### config.mk
export PLATFORM = sky130hd
export DESIGN_NAME = ex_div_unit
export DESIGN_NICKNAME = d
export VERILOG_FILES = /design/src/rtl/cotm32_pkg.sv /design/src/rtl/ex_div_unit.sv
export SDC_FILE = /design/constraint.sdc
export NUM_CORES = 1
export LEC_CHECK = 0
export BUFFER_PORTS_ARGS = -buffer_cell sky130_fd_sc_hd__buf_2
export CAP_MARGIN = 20
export CORE_ASPECT_RATIO = 0.9
export CORE_UTILIZATION = 56
export CTS_CLUSTER_SIZE = 10
export DETAILED_ROUTE_END_ITERATION = 8
export HOLD_SLACK_MARGIN = 0.12
export PLACE_DENSITY = 0.81
export REMOVE_ABC_BUFFERS = 1
export SYNTH_ARGS = -nofsm -noshare
export SYNTH_HDL_FRONTEND = slang
export SYNTH_SLANG_ARGS = --single-unit
### constraint.sdc
create_clock -name i_clk -period 5.8 [get_ports i_clk]
set_input_delay 0.58 -clock i_clk [delete_from_list [all_inputs] [get_ports i_clk]]
set_output_delay 0.58 -clock i_clk [all_outputs]
set_load 0.05 [all_outputs]
### src/rtl/cotm32_pkg.sv
// Shared definitions for the cotm32 execute stage: RV32M divide opcodes and
// small arithmetic helpers used by the divider.
package cotm32_pkg;

    localparam int XLEN = 32;

    typedef enum logic [1:0] {
        DIV_OP_DIV  = 2'd0,
        DIV_OP_DIVU = 2'd1,
        DIV_OP_REM  = 2'd2,
        DIV_OP_REMU = 2'd3
    } div_op_t;

    function automatic logic [XLEN-1:0] twos_neg(input logic [XLEN-1:0] v);
        return ~v + 32'd1;
    endfunction

endpackage

### src/rtl/ex_div_unit.sv
// Iterative RV32M divider for the EX stage: one restoring radix-2 step per
// cycle, with single-cycle handling of divide-by-zero and signed overflow.
module ex_div_unit
    import cotm32_pkg::*;
(
    input  logic            i_clk,
    input  logic            i_rst,
    input  logic            i_flush,
    input  logic            i_stall,
    input  logic            i_valid,
    input  div_op_t         i_op,
    input  logic [XLEN-1:0] i_a,
    input  logic [XLEN-1:0] i_b,
    output logic            o_stall,
    output logic            o_done,
    output logic [XLEN-1:0] o_result
);

    // Handshake: an op is accepted in IDLE when i_valid is high; o_stall holds
    // the upstream stages until the result is presented with o_done, and the
    // result stays on o_result for as long as i_stall is high.
    typedef enum logic [1:0] {
        ST_IDLE,
        ST_BUSY,
        ST_DONE
    } state_t;

    localparam logic [5:0] LAST_STEP = 6'd31;

    state_t          state;
    state_t          state_nxt;
    logic [5:0]      count;
    logic [XLEN-1:0] quo;
    logic [XLEN-1:0] rem;
    logic [XLEN-1:0] divisor;
    logic [XLEN-1:0] res;
    logic            is_rem;
    logic            neg_quo;
    logic            neg_rem;

    logic            op_signed;
    logic            op_rem;
    logic            a_neg;
    logic            b_neg;
    logic            div_zero;
    logic            sig_ovf;
    logic            special;
    logic [XLEN-1:0] abs_a;
    logic [XLEN-1:0] abs_b;
    logic [XLEN-1:0] special_res;

    logic [XLEN:0]   shifted;
    logic [XLEN:0]   trial;
    logic [XLEN-1:0] quo_step;
    logic [XLEN-1:0] rem_step;
    logic [XLEN-1:0] final_res;

    // Operand decode; only consumed on the IDLE accept cycle.
    always_comb begin
        op_signed   = (i_op == DIV_OP_DIV) || (i_op == DIV_OP_REM);
        op_rem      = (i_op == DIV_OP_REM) || (i_op == DIV_OP_REMU);
        a_neg       = op_signed && i_a[XLEN-1];
        b_neg       = op_signed && i_b[XLEN-1];
        abs_a       = a_neg ? twos_neg(i_a) : i_a;
        abs_b       = b_neg ? twos_neg(i_b) : i_b;
        div_zero    = (i_b == '0);
        sig_ovf     = op_signed && (i_a == 32'h8000_0000) && (i_b == 32'hFFFF_FFFF);
        special     = div_zero || sig_ovf;
        special_res = '0;
        if (div_zero) begin
            special_res = op_rem ? i_a : 32'hFFFF_FFFF;
        end else if (sig_ovf) begin
            special_res = op_rem ? 32'h0000_0000 : 32'h8000_0000;
        end
    end

    // The remainder is always below the divisor, so the 33-bit trial
    // subtraction's top bit is a reliable borrow flag.
    always_comb begin
        shifted = {rem, quo[XLEN-1]};
        trial   = shifted - {1'b0, divisor};
        if (!trial[XLEN]) begin
            rem_step = trial[XLEN-1:0];
            quo_step = {quo[XLEN-2:0], 1'b1};
        end else begin
            rem_step = shifted[XLEN-1:0];
            quo_step = {quo[XLEN-2:0], 1'b0};
        end
        if (is_rem) begin
            final_res = neg_rem ? twos_neg(rem_step) : rem_step;
        end else begin
            final_res = neg_quo ? twos_neg(quo_step) : quo_step;
        end
    end

    always_comb begin
        state_nxt = state;
        case (state)
            ST_IDLE: if (i_valid) state_nxt = special ? ST_DONE : ST_BUSY;
            ST_BUSY: if (count == LAST_STEP) state_nxt = ST_DONE;
            ST_DONE: if (!i_stall) state_nxt = ST_IDLE;
            default: state_nxt = ST_IDLE;
        endcase
        if (i_flush) state_nxt = ST_IDLE;
    end

    always_ff @(posedge i_clk) begin
        if (i_rst) begin
            state <= ST_IDLE;
        end else begin
            state <= state_nxt;
        end
    end

    always_ff @(posedge i_clk) begin
        if (i_rst) begin
            count   <= '0;
            quo     <= '0;
            rem     <= '0;
            divisor <= '0;
            res     <= '0;
            is_rem  <= 1'b0;
            neg_quo <= 1'b0;
            neg_rem <= 1'b0;
        end else if (i_flush) begin
            count <= '0;
        end else begin
            case (state)
                ST_IDLE: begin
                    if (i_valid) begin
                        count   <= '0;
                        quo     <= abs_a;
                        rem     <= '0;
                        divisor <= abs_b;
                        is_rem  <= op_rem;
                        neg_quo <= a_neg ^ b_neg;
                        neg_rem <= a_neg;
                        res     <= special_res;
                    end
                end
                ST_BUSY: begin
                    quo   <= quo_step;
                    rem   <= rem_step;
                    count <= count + 6'd1;
                    if (count == LAST_STEP) res <= final_res;
                end
                default: ;
            endcase
        end
    end

    assign o_stall  = !i_rst && i_valid && (state != ST_DONE);
    assign o_done   = (state == ST_DONE);
    assign o_result = o_done ? res : '0;

endmodule

Word level (Yosys, flattened, before mapping)
Index checks and enable logic that the tools add are counted.

cells by class
  bitwise gates (word level) = 6
  reductions and logical operators = 20
  muxes and demuxes = 26
  equality and inequality tests = 11
  $add $sub $neg = 6

operators by type and width
  operator                                       count
  two-way mux 32 bit                             15
  one-hot mux 32 bit (2 select lines)            3
  adder 32 x 1 -> 32 bit, second input constant  4
  inverter 32 bit                                4
  == test 32 bit, second input constant          2
  subtractor 33 x 32 -> 33 bit                   1
  logical NOT 32 bit                             1
  one-hot mux 6 bit (2 select lines)             1
  AND reduction 3 bit                            3
  two-way mux 2 bit                              4
  inequality test 2 bit, second input constant   4
  adder 6 x 1 -> 6 bit, second input constant    1
  == test 2 bit, second input constant           3
  == test 6 x 5 -> 1 bit, second input constant  1
  logical AND 1 bit                              6
  two-way mux 6 bit                              1
  one-hot mux 2 bit (3 select lines)             1
  logical NOT 2 bit                              2
  AND reduction 4 bit                            1
  logical OR 1 bit                               3
  == test 2 x 1 -> 1 bit, second input constant  1
  AND reduction 2 bit                            1
  nonzero test 2 bit                             1
  OR reduction 2 bit                             1
  4 further kinds                                4

storage, ports and cells
  word-level logic and storage cells = 78
  bits of input ports = 71
  bits in registers = 139
  output and inout port bits = 34

Longest topological paths before layout
Gate-level depths: netlist (run 1).

  depth after elaboration = 8
  mapped depth = 25
  mapped depth without buffers = 22

Worst setup path after synthesis (run 1)
No wires, ideal clock.

  path kind = register to register
  from = register quo[31]
  to = register res[28]
  setup time = 122 ps
  path slack = 482 ps
  arrival = 5195 ps
  stages on the path, launching flop included = 24
  required time = 5678 ps
  period minus slack after synthesis = 5318 ps
  buffers on the path = 2
  cell sequence = dfxtp_1 > inv_1 > ha_1 > fa_1 > nand2b_2 > a21oi_4 > o2111ai_1 > a21oi_2 > nor3_2 > nor2_8 > buf_1 > clkbuf_1 > nand2_1 > o21ai_0 > ha_1 > nand2_1 > a21o_1 > or4_1 > o311ai_1 > a21oi_1 > a211o_1 > or4b_1 > o211ai_1 > a21oi_1

on the way
  word-level cells in the longest chain between the ends = 8
  elaborated cells on any way between the ends = 12
  those cells by class = 3 x add/sub; 7 x mux; 2 x bitwise

RTL lines
  what                                                     line                                  RTL
  from (decl)                                              ex_div_unit.sv:33                     logic [XLEN-1:0] quo;
  from (signal assigned)                                   ex_div_unit.sv:132                    quo <= abs_a;
  from (signal assigned)                                   ex_div_unit.sv:142                    quo <= quo_step;
  subtractor 33 x 32 -> 33 bit                             ex_div_unit.sv:81                     trial = shifted - {1'b0, divisor};
  two-way mux 1 bit or two-way mux 32 bit (tied branches)  ex_div_unit.sv:82                     if (!trial[XLEN]) begin
  inverter 32 bit                                          cotm32_pkg.sv:15                      return ~v + 32'd1;
  adder 32 x 1 -> 32 bit                                   cotm32_pkg.sv:15
  two-way mux 32 bit (on tied branches)                    ex_div_unit.sv:92, ex_div_unit.sv:90
  two-way mux 32 bit *                                     ex_div_unit.sv:89                     if (is_rem) begin
  two-way mux 32 bit *                                     ex_div_unit.sv:145                    if (count == LAST_STEP) res <= final_res;
  one-hot mux 32 bit (2 select lines) *                    ex_div_unit.sv:128                    case (state)
  to (signal assigned)                                     ex_div_unit.sv:138                    res <= special_res;
  to (signal assigned)                                     ex_div_unit.sv:145
  to (decl)                                                ex_div_unit.sv:36                     logic [XLEN-1:0] res;

Mark *: on every way between the ends. The rest lies on a longest branch, timed or not. The select of a mux whose other input is x is not followed.
A chain may end at the register's enable or synchronous reset.

Final worst setup path (run 1)
Ends and elaborated chain as after synthesis.

==> results of run 1 <==
[cell families after synthesis]
family	share of synthesized area, %
AO/OA/AOI/OAI	31.1
flip-flops	23.3
XOR/XNOR	8.20
buffers and inverters	5.51
adder cells (fa/ha/maj)	4.14
AND/OR/NAND/NOR	25.5
multiplexers	2.22
[worst register-to-register path, stage by stage, from the launching register on]
cell and delay (ns):
dfxtp_1 0.38, inv_1 0.09, ha_1 0.26, fa_1 0.41, nand2b_2 0.23, a21oi_4 0.25, o2111ai_1 0.22, a21oi_2 0.27
o21a_2 0.22, nor2_8 0.07, inv_2 0.07, o21ai_0 0.14, inv_1 0.10, ha_1 0.17, nand2_1 0.06, a21o_1 0.18
or4_1 0.46, o311ai_1 0.26, a21oi_1 0.28, a211o_1 0.38, or4b_1 0.49, o211ai_1 0.11, a21oi_1 0.08
[area by class of cell]
type	count	area, sq um	area share (%)
clock buffer	20	467	3.52
clock inverter	11	191	1.44
inverter	55	206	1.56
multi-input combinational	1354	8550	64.5
sequential	139	2780	21.0
tap	286	358	2.70
timing repair buffer	125	704	5.31
[report_power, final]
group / internal (mW) / switching [mW]
logic: 0.266 / 0.483
registers: 0.999 / 0.0432
clock network: 0.795 / 0.456
[cell usage in the layout, fill, tap and decap left out, types with 13 or more instances in the layout]
master / count
a211oi_1: 73
a21oi_1: 124
a22oi_1: 31
a311oi_1: 16
and2_1: 42
buf_2: 103
buf_4: 20
clkbuf_16: 17
dfxtp_1: 139
ha_1: 38
inv_1: 53
mux2i_1: 13
nand2_1: 118
nand2b_1: 14
nand3_1: 25
nand4_1: 20
nor2_1: 231
nor3_1: 51
o211ai_1: 20
o21ai_0: 108
o31ai_1: 32
o41ai_1: 18
or3_1: 33
or4_1: 13
xnor2_1: 47
xor2_1: 65
[stage by stage]
stage	hold slack (ns)	util [%]	total power, mW
2_1_floorplan	0.421	-	1.55
3_3_place_gp	0.455	60.1	1.77
3_5_place_dp	0.457	60.1	1.78
4_1_cts	0.383	63.3	3.02
5_1_grt	0.416	63.4	3.16
6_report	0.383	63.4	3.04
[flip-flops by register name (all words and copies together) (netlist names)]
signal and flops:
count 6, divisor 32, is_rem 1, neg_quo 1
neg_rem 1, quo 32, rem 32, res 32
state 2
[metal layers]
| metal | GRT usage (%) | part of all wire [%] | vias to the layer above |
|---|---|---|---|
| li1 | - | - | 6165 |
| met4 | 14.5 | 3.7 | 0 |
| met2 | 54.5 | 44 | 710 |
| met3 | 6.92 | 9.0 | 112 |
| met1 | 47.5 | 43 | 6102 |
| met5 | 0 | 0 | - |
[final timing paths]
check / slack [ns] / start / end / depth (start not counted)
setup / recovery: 0.54 / quo[31]$_SDFFE_PP0P_ / res[28]$_SDFFE_PP0P_ / 22
hold / removal: 0.38 / i_stall / state[1]$_SDFFE_PP0P_ / 3
setup reg to reg: 0.54 / quo[31]$_SDFFE_PP0P_ / res[28]$_SDFFE_PP0P_ / 22
hold reg to reg: 0.46 / divisor[0]$_SDFFE_PP0P_ / divisor[0]$_SDFFE_PP0P_ / 2
==> summary.txt, run 1 <==
Yosys
  • Sequential share of the synthesized area: 23.3%
  • Ys flop type: dfxtp_1
  • Synth Area per Inst: 7.22 sq um
  • Cell Area, Synth: 12000 sq um
  • Mapped Cells: 1657
  • Area share of the largest cell type after synthesis: a little under a quarter
  • EDFF count, synth: 0
  • Synth area leaders: dfxtp_1 (23%), nor2_1 (7.3%), a21oi_1 (5.2%), xor2_1 (4.8%), a211oi_1 (4.6%)
  • FFs w/ async S/R, synth: 0%
  • Top-count cell post-synth: nor2_1
  • Post-synth top area cell: dfxtp_1
  • Synthesized flop and latch total: 139
  • Yosys warns: 0
  • Synth cell count leaders: nor2_1 (232), dfxtp_1 (139), a21oi_1 (124), nand2_1 (118), o21ai_0 (108)
  • Library cells used by synthesis: 90

Drt
  • Initial DRC Count: around 1500
  • Routed Antenna Nets: 0
  • First-pass iteration count of the detailed router: 5
  • Total Wirelength: between 30000 and 40000 um
  • DR WL/cell: 19.3 um
  • DRC Markers: 0
  • Via-per-instance ratio: 6.58
  • Vias: 13100

Worst setup path
  • Arrival @ worst endpoint: approximately 5.6 ns
  • Crit Path Max Fanout: 9
  • Buf/Inv on CP: 3
  • Setup crit end kind: register
  • CP top delay family: compound AO/OA/AOI/OAI gates
  • Critical path class: reg2reg
  • CP max stage delay: 0.48 ns
  • Crit-path cells: inv_1, ha_1, fa_1, nand2b_2, a21oi_4, o2111ai_1, a21oi_2, o21a_2, nor2_8, inv_2, o21ai_0, inv_1, ha_1, nand2_1, a21o_1, or4_1, o311ai_1, a21oi_1, a211o_1, or4b_1, o211ai_1, a21oi_1
  • Worst EP required: between 6 and 7 ns
  • Worst path slowest cell: or4b_1
  • CP startpoint kind: register

GRT
  • Largest net degree at the start of global routing: 58
  • Global-route wire length before repair: 62100 um
  • Initial antenna violation count: 0
  • GRT Util Overall: 35.1%
  • Global route overflow: 0
  • Vias in the first global route: 12000

Layout
  • Final non-filler cell total: 1990
  • Nets@finish: 1802
  • Number of diodes: 0
  • Area Overhead vs Synth: 10.8%
  • Share of cells above drive strength 1: 12.0%
  • Final Instance Area: approximately 13000 sq um
  • Number of fillers in the final layout: 1893

Timing
  • Fin. max-slew vios: 0
  • Setup TNS: 0 ns
  • Crit share post-route: around 91%
  • Fmax: approximately 0.19 GHz
  • Final hold vios: 0
  • Setup Skew: roughly 0.0088 ns
  • Worst rel slew slack: 28.8%
  • Setup-failing EPs final: 0
  • RSZ-0062 raised after global routing: no
  • Min setup slack post-route: 0.536 ns
  • Min Clock Period, post-route: roughly 5.3 ns
  • Slew @ Worst Pin: 1.07 ns

Floorplan
  • DIE AREA: 22000 sq um
  • Cell row count: 50
  • Initial Util: 57.3%
  • Core Footprint: 20900 sq um
  • Die width: 156 um
  • I/O pin count: 105
  • Die height: 141 um

Place
  • DP Area: 12600 sq um
  • Dpl cells: 1957
  • GP Congestion: around 0.97
  • PortBufs: 104
  • Post-DP HPWL: around 28000 um
  • Worst slack at placement: 0.667 ns

Clock tree
  • Clock Latency Late Sink: about 0.43 ns
  • Hold buffers post-CTS: 0
  • Clock buffer depth: 2
  • Number of CTS-inserted buffers: 17
  • CTS Sinks: 139
  • CTS tree: done
  • H-Tree Depth: 4
  • Clock Tree Root: clkbuf_16
  • Clock transition at path regs: roughly 0.070 ns
  • Post_cts resized: 0
  • Post-CTS Repair Setup Buffers: 0

Hold path
  • Worst hold path type: in2reg

Pwr
  • Pwr Density: 229 nW/um^2
  • Peak supply drop: between 150 and 200 uV
  • Leakage: just over 5 nW

Status
  • Run status: completed

Job
  • Max cap viols: 0
Note: power is estimated with default switching activity, not from simulation.
==> run 2: changes to the inputs <==
--- a/config.mk
+++ b/config.mk
@@ -12,7 +12,7 @@
 export CTS_CLUSTER_SIZE = 10
 export DETAILED_ROUTE_END_ITERATION = 8
 export HOLD_SLACK_MARGIN = 0.12
-export PLACE_DENSITY = 0.81
+export PLACE_DENSITY = 0.84
 export REMOVE_ABC_BUFFERS = 1
 export SYNTH_ARGS = -nofsm -noshare
 export SYNTH_HDL_FRONTEND = slang
==> constraint.sdc (replaced) <==
create_clock -name i_clk -period 4.4 [get_ports i_clk]
set_input_delay 0.44 -clock i_clk [delete_from_list [all_inputs] [get_ports i_clk]]
set_output_delay 0.44 -clock i_clk [all_outputs]
set_load 0.05 [all_outputs]
==> run 2 against run 1 <==
The run now ends with setup timing left. Non-clock buffer count increased by 165. Combinational power increased by 60%. Sequential power increased by 33%. Design area increased by 12%.
==> summary.txt, run 2 (synthesis gave the netlist of run 1 again) <==
Timing
  • Min Clock Period, post-route: 4.55 ns
  • Final hold vios: 0
  • Min setup slack post-route: -0.149 ns
  • RSZ-0062 raised after global routing: yes
  • Crit share post-route: 103%
  • Worst rel slew slack: 20.8%
  • Slew @ Worst Pin: 1.18 ns
  • Fmax: 0.220 GHz
  • Setup-failing EPs final: 7
  • Setup Skew: 0.00797 ns
  • Fin. max-slew vios: 0

Layout
  • Most frequent cells in the layout: nor2_1 (230), buf_4 (181), dfxtp_1 (134)
  • Most common cell after layout, fill and taps aside: nor2_1
  • Nets@finish: 1967
  • Number of diodes: 0
  • Area Overhead vs Synth: 24.1%
  • Share of cells above drive strength 1: 22.9%

Worst setup path
  • Setup crit end kind: register
  • CP startpoint kind: register
  • Crit Path Max Fanout: 11
  • Arrival @ worst endpoint: 4.87 ns
  • Critical Path Source: divisor[15]$_SDFFE_PP0P_
  • Crit Reg-Reg Startpoint: divisor[15]$_SDFFE_PP0P_
  • Critical path class: reg2reg
  • Worst EP required: 4.72 ns

Clock tree
  • CTS Sinks: ~140
  • CTS tree: done
  • Clock transition at path regs: 0.07 ns
  • Number of CTS-inserted buffers: 17
  • H-Tree Depth: 4
  • Clock Latency Late Sink: 0.44 ns
  • Clock buffer depth: 2
  • Clock Tree Root: clkbuf_16

Status
  • Failing checks: setup timing
  • Run status: complete, but fails checks

GRT
  • GRT Util Overall: between 30% and 40%
  • Initial antenna violation count: 0
  • Global-route wire length before repair: ~65000 um
  • Largest net degree at the start of global routing: 74
  • Vias in the first global route: 12700
  • Global route overflow: 0

Floorplan
  • Die width: 156 um
  • Die height: 141 um
  • DIE AREA: 22000 sq um
  • Core Footprint: approximately 21000 sq um
  • Cell row count: 50
  • Initial Util: 57.3%
  • I/O pin count: 105

Place
  • Worst slack at placement: -0.287 ns
  • GP Congestion: approximately 0.97
  • Post-DP HPWL: 29600 um
  • PortBufs: approximately 100

Pwr
  • Total design power: 3.98 mW
  • Peak supply drop: 214 uV
  • Pwr Density: 268 nW/um^2
  • Leakage: 5.98 nW

Drt
  • DR WL/cell: 19.4 um
  • DRC Markers: 0
  • Initial DRC Count: 1855
  • Vias: 14100
  • Via-per-instance ratio: 6.55
  • Routed Antenna Nets: 0
  • First-pass iteration count of the detailed router: 6
  • Total Wirelength: 41900 um

Hold path
  • Worst hold path type: in2reg
  • Hold Crit Start: i_stall

Job
  • Max cap viols: 0
-- run 2: layout make-up --
| type | instances | area, sq um |
|---|---|---|
| sequential | 139 | 2790 |
| multi-input combinational | 1354 | 8950 |
| fill | 1720 | 6040 |
| clock buffer | 18 | 429 |
| tap | 286 | 358 |
| inverter | 55 | 206 |
| clock inverter | 14 | 125 |
| timing repair buffer | 290 | 1990 |
-- run 2: report_power, final --
part           internal, mW  total (mW)  leakage [nW]  switching [mW]
clock network         0.778        1.41         0.266           0.628
registers              1.32        1.38          1.14          0.0595
logic                 0.487        1.20          4.58           0.709
-- run 2: final timing paths --
check / end / slack (ns) / depth (start not counted)
worst max-delay path: res[28]$_SDFFE_PP0P_ / -0.15 / 21
worst min register to register: divisor[31]$_SDFFE_PP0P_ / 0.48 / 2
worst max register to register: res[28]$_SDFFE_PP0P_ / -0.15 / 21
worst min-delay path: state[1]$_SDFFE_PP0P_ / 0.23 / 3
-- run 2: worst max-delay path: stages, from the launching register on --
cell and delay, ns:
dfxtp_1 0.33, inv_1 0.05, ha_1 0.34, a21oi_2 0.18, o21ai_1 0.12, a22oi_2 0.29
a21oi_4 0.12, o21a_4 0.27, buf_12 0.16, o21ai_4 0.14, o21ai_2 0.08, inv_1 0.07
ha_2 0.18, nand2_2 0.05, a21o_1 0.19, or4_4 0.45, o311ai_4 0.25, a21oi_2 0.12
a211o_1 0.34, or4b_1 0.49, o211ai_1 0.11, a21oi_1 0.09
-- run 2: metrics by stage --
stage	setup TNS [ns]	hold slack (ns)	instances	cell area, sq um	util (%)
after floorplan	-9.71	0.421	1548	11500	-
after global placement	-0.652	0.452	2093	13600	65.1
after detailed placement	-1.55	0.457	2093	13600	65.1
after CTS	-0.00855	0.227	2142	14500	69.3
after global routing	-1.80	0.268	2156	14900	71.1
final	-0.572	0.229	2156	14900	71.1
-- run 2: routing by layer --
metal  vias up  track usage [%]  routed length, um
li1       6491                -                  -
met1      6568             48.4              16700
met2       877             58.1              18600
met3       186             7.78               4510
met4         0             18.1               2080
met5         -                0                  0
-- run 2: what timing repair did --
action,in CTS,in global routing
hold buffers,0,0
setup buffers,18,12
resized for setup,42,43
endpoints found under the setup margin,11,15
pin swaps,13,12
gates cloned,0,1
==> run 3: changes to the inputs <==
--- a/config.mk
+++ b/config.mk
@@ -6,13 +6,13 @@
 export NUM_CORES = 1
 export LEC_CHECK = 0
 export BUFFER_PORTS_ARGS = -buffer_cell sky130_fd_sc_hd__buf_2
-export CAP_MARGIN = 20
+export CAP_MARGIN = 15
 export CORE_ASPECT_RATIO = 0.9
 export CORE_UTILIZATION = 56
 export CTS_CLUSTER_SIZE = 10
 export DETAILED_ROUTE_END_ITERATION = 8
 export HOLD_SLACK_MARGIN = 0.12
-export PLACE_DENSITY = 0.84
+export PLACE_DENSITY_LB_ADDON = 0.1
 export REMOVE_ABC_BUFFERS = 1
 export SYNTH_ARGS = -nofsm -noshare
 export SYNTH_HDL_FRONTEND = slang
==> run 3 against run 2 <==
Combinational power barely moved. Power grew 4.0%. The flow still finishes with violations (setup timing). Clock-buffer cell count did not move. Sequential power about the same. Via count is 3.0% lower. Worst setup slack better by 0.14 ns. Core utilization rose by 0.66 points. Non-clock buffer count grew 3. Critical endpoint unchanged.
==> summary.txt, run 3 (synthesis gave the netlist of run 1 again) <==
Status
  • Run status: complete, but fails checks
  • Failing checks: setup timing

Worst setup path
  • R2R Setup Slk: -0.006 ns
  • CP startpoint kind: register
  • Crit path to: res[28]$_SDFFE_PP0P_
  • Crit Path Max Fanout: 4
  • Reg2Reg Capture Point: res[28]$_SDFFE_PP0P_
  • Arrival @ worst endpoint: 4.73 ns
  • Setup crit end kind: register
  • R2r worst-path depth: 21
  • Crit Reg-Reg Startpoint: divisor[19]$_SDFFE_PP0P_
  • Worst EP required: 4.72 ns
  • Critical Path Source: divisor[19]$_SDFFE_PP0P_
  • Critical path class: reg2reg

Drt
  • Initial DRC Count: 1561
  • First-pass iteration count of the detailed router: 6
  • DR WL/cell: 19.2 um
  • Total Wirelength: 41500 um
  • DRC Markers: 0
  • Vias: 13700
  • Via-per-instance ratio: between 6 and 7
  • Routed Antenna Nets: 0

Timing
  • Fin. max-slew vios: 0
  • Slew @ Worst Pin: ~1.1 ns
  • Final hold vios: 0
  • Min Clock Period, post-route: between 4 and 5 ns
  • Worst hold slack: approximately 0.23 ns
  • Fmax: roughly 0.23 GHz
  • Min setup slack post-route: -0.00555 ns
  • Crit share post-route: 100%
  • Setup-failing EPs final: 1
  • RSZ-0062 raised after global routing: yes
  • Setup Skew: 0.0120 ns
  • Worst rel slew slack: 24.3%

Clock tree
  • Clock Tree Root: clkbuf_16
  • Clock transition at path regs: 0.07 ns
  • Hold buffers post-CTS: 0
  • CTS tree: done
  • CTS Sinks: 139
  • H-Tree Depth: 4
  • Clock buffer depth: 2
  • Number of CTS-inserted buffers: 17
  • Clock Latency Late Sink: 0.43 ns

Floorplan
  • Initial Util: 57.3%
  • Cell row count: 50
  • Die height: 141 um
  • I/O pin count: ~110
  • DIE AREA: 22000 sq um
  • Die width: 156 um
  • Core Footprint: 20900 sq um

GRT
  • Vias in the first global route: 12500
  • GR met1 Demand/Resource: between 40% and 50%
  • Initial antenna violation count: 0
  • Largest net degree at the start of global routing: 67
  • GR Util met2: roughly three fifths
  • GRT Max-Usage Layer: met2
  • Global-route wire length before repair: 65000 um
  • Met3 GRT Util: under 10%
  • Global route overflow: 0
  • GRT Util Overall: 37.6%

Pwr
  • Total design power: roughly 4.1 mW
  • Leakage: about 6.0 nW
  • Peak supply drop: approximately 250 uV
  • Pwr Density: 276 nW/um^2

Place
  • GP Congestion: 0.966
  • Post-DP HPWL: 30300 um
  • PortBufs: 104
  • Worst slack at placement: -0.328 ns
  • Dpl cells: ~2100

Hold path
  • Worst hold path type: in2reg
  • Hold Crit Start: i_stall

Job
  • Max cap viols: 0

Layout
  • Area Overhead vs Synth: 25.3%
  • Multi-input gate area: 8980 sq um
  • Share of cells above drive strength 1: between 20% and 30%
  • Final non-filler cell total: ~2200
  • Most frequent cells in the layout: nor2_1 (230), buf_4 (176), dfxtp_1 (125)
  • Flip-flop and latch area: 2800 sq um
  • Number of fillers in the final layout: 1800
  • Most common cell after layout, fill and taps aside: nor2_1
  • Nets@finish: 1970
[run 3: cell count changes in the layout (fill, tap and decap cells not counted), moves of 3 or more]
cell,before,now
inv_6,1,5
dfxtp_1,134,125
buf_4,181,176
buf_6,2,11
clkinv_2,4,1
inv_2,4,7
inv_1,50,47
dfxtp_2,5,14
ha_4,12,15
[run 3: timing repair]
item,in CTS,in global routing
endpoints found under the setup margin,11,15
pin swaps,18,33
buffers inserted,22,16
gates resized for setup,37,68
[run 3: final cells by class]
type                    count  area share (%)
inverters                  55            1.38
clock buffers              18            2.93
repair buffers            293            13.4
diodes                      1          0.0167
multi-input cells        1354            59.9
flip-flops and latches    139            18.7
clock inverters            14            1.23
well taps                 286            2.39
[run 3: where the power goes]
| group | switching (mW) | total, mW | internal (mW) | leakage, nW |
|---|---|---|---|---|
| Clock | 0.639 | 1.56 | 0.922 | 0.304 |
| Sequential | 0.0584 | 1.38 | 1.32 | 1.14 |
| Combinational | 0.707 | 1.20 | 0.495 | 4.60 |
| Total | 1.40 | 4.14 | 2.73 | 6.04 |
[run 3: worst min path at each step]
stage	cells past startpoint	to	slack [ns]
finish	3	state[1]$_SDFFE_PP0P_	0.23
CTS	3	state[1]$_SDFFE_PP0P_	0.23
floorplan	2	res[16]$_SDFFE_PP0P_	0.42
global placement	2	divisor[31]$_SDFFE_PP0P_	0.44
global route	3	state[1]$_SDFFE_PP0P_	0.24
detailed placement	2	divisor[31]$_SDFFE_PP0P_	0.45
[run 3: metrics by stage]
stage	area [sq um]	setup TNS (ns)	utilization, %
after floorplan	11500	-9.71	-
after detailed placement	13600	-1.55	65.0
after CTS	14500	-0.161	69.5
after global routing	15000	-0.430	71.7
final	15000	-0.00555	71.7
after global placement	13600	-0.248	65.0
[run 3: critical path, cell delays in order, from the launching register on]
cell and delay (ns):
dfxtp_2 0.33, inv_2 0.05, ha_4 0.26, a21oi_4 0.19, o21ai_4 0.09, a211oi_2 0.30
o31ai_4 0.18, o21a_4 0.28, buf_6 0.12, o21ai_2 0.13, o21ai_2 0.08, inv_1 0.07
ha_2 0.18, nand2_1 0.05, a21o_1 0.18, or4_4 0.45, o311ai_4 0.23, a21oi_2 0.11
a211o_1 0.33, or4b_1 0.49, o211ai_1 0.11, a21oi_1 0.08
[run 3: routing by layer]
layer / wire [um] / up-vias / share of wire (%)
met1: 17700 / 6428 / 43
met5: 0 / - / 0
met4: 1820 / 0 / 4.4
li1: - / 6504 / -
met3: 3510 / 125 / 8.5
met2: 18400 / 644 / 44
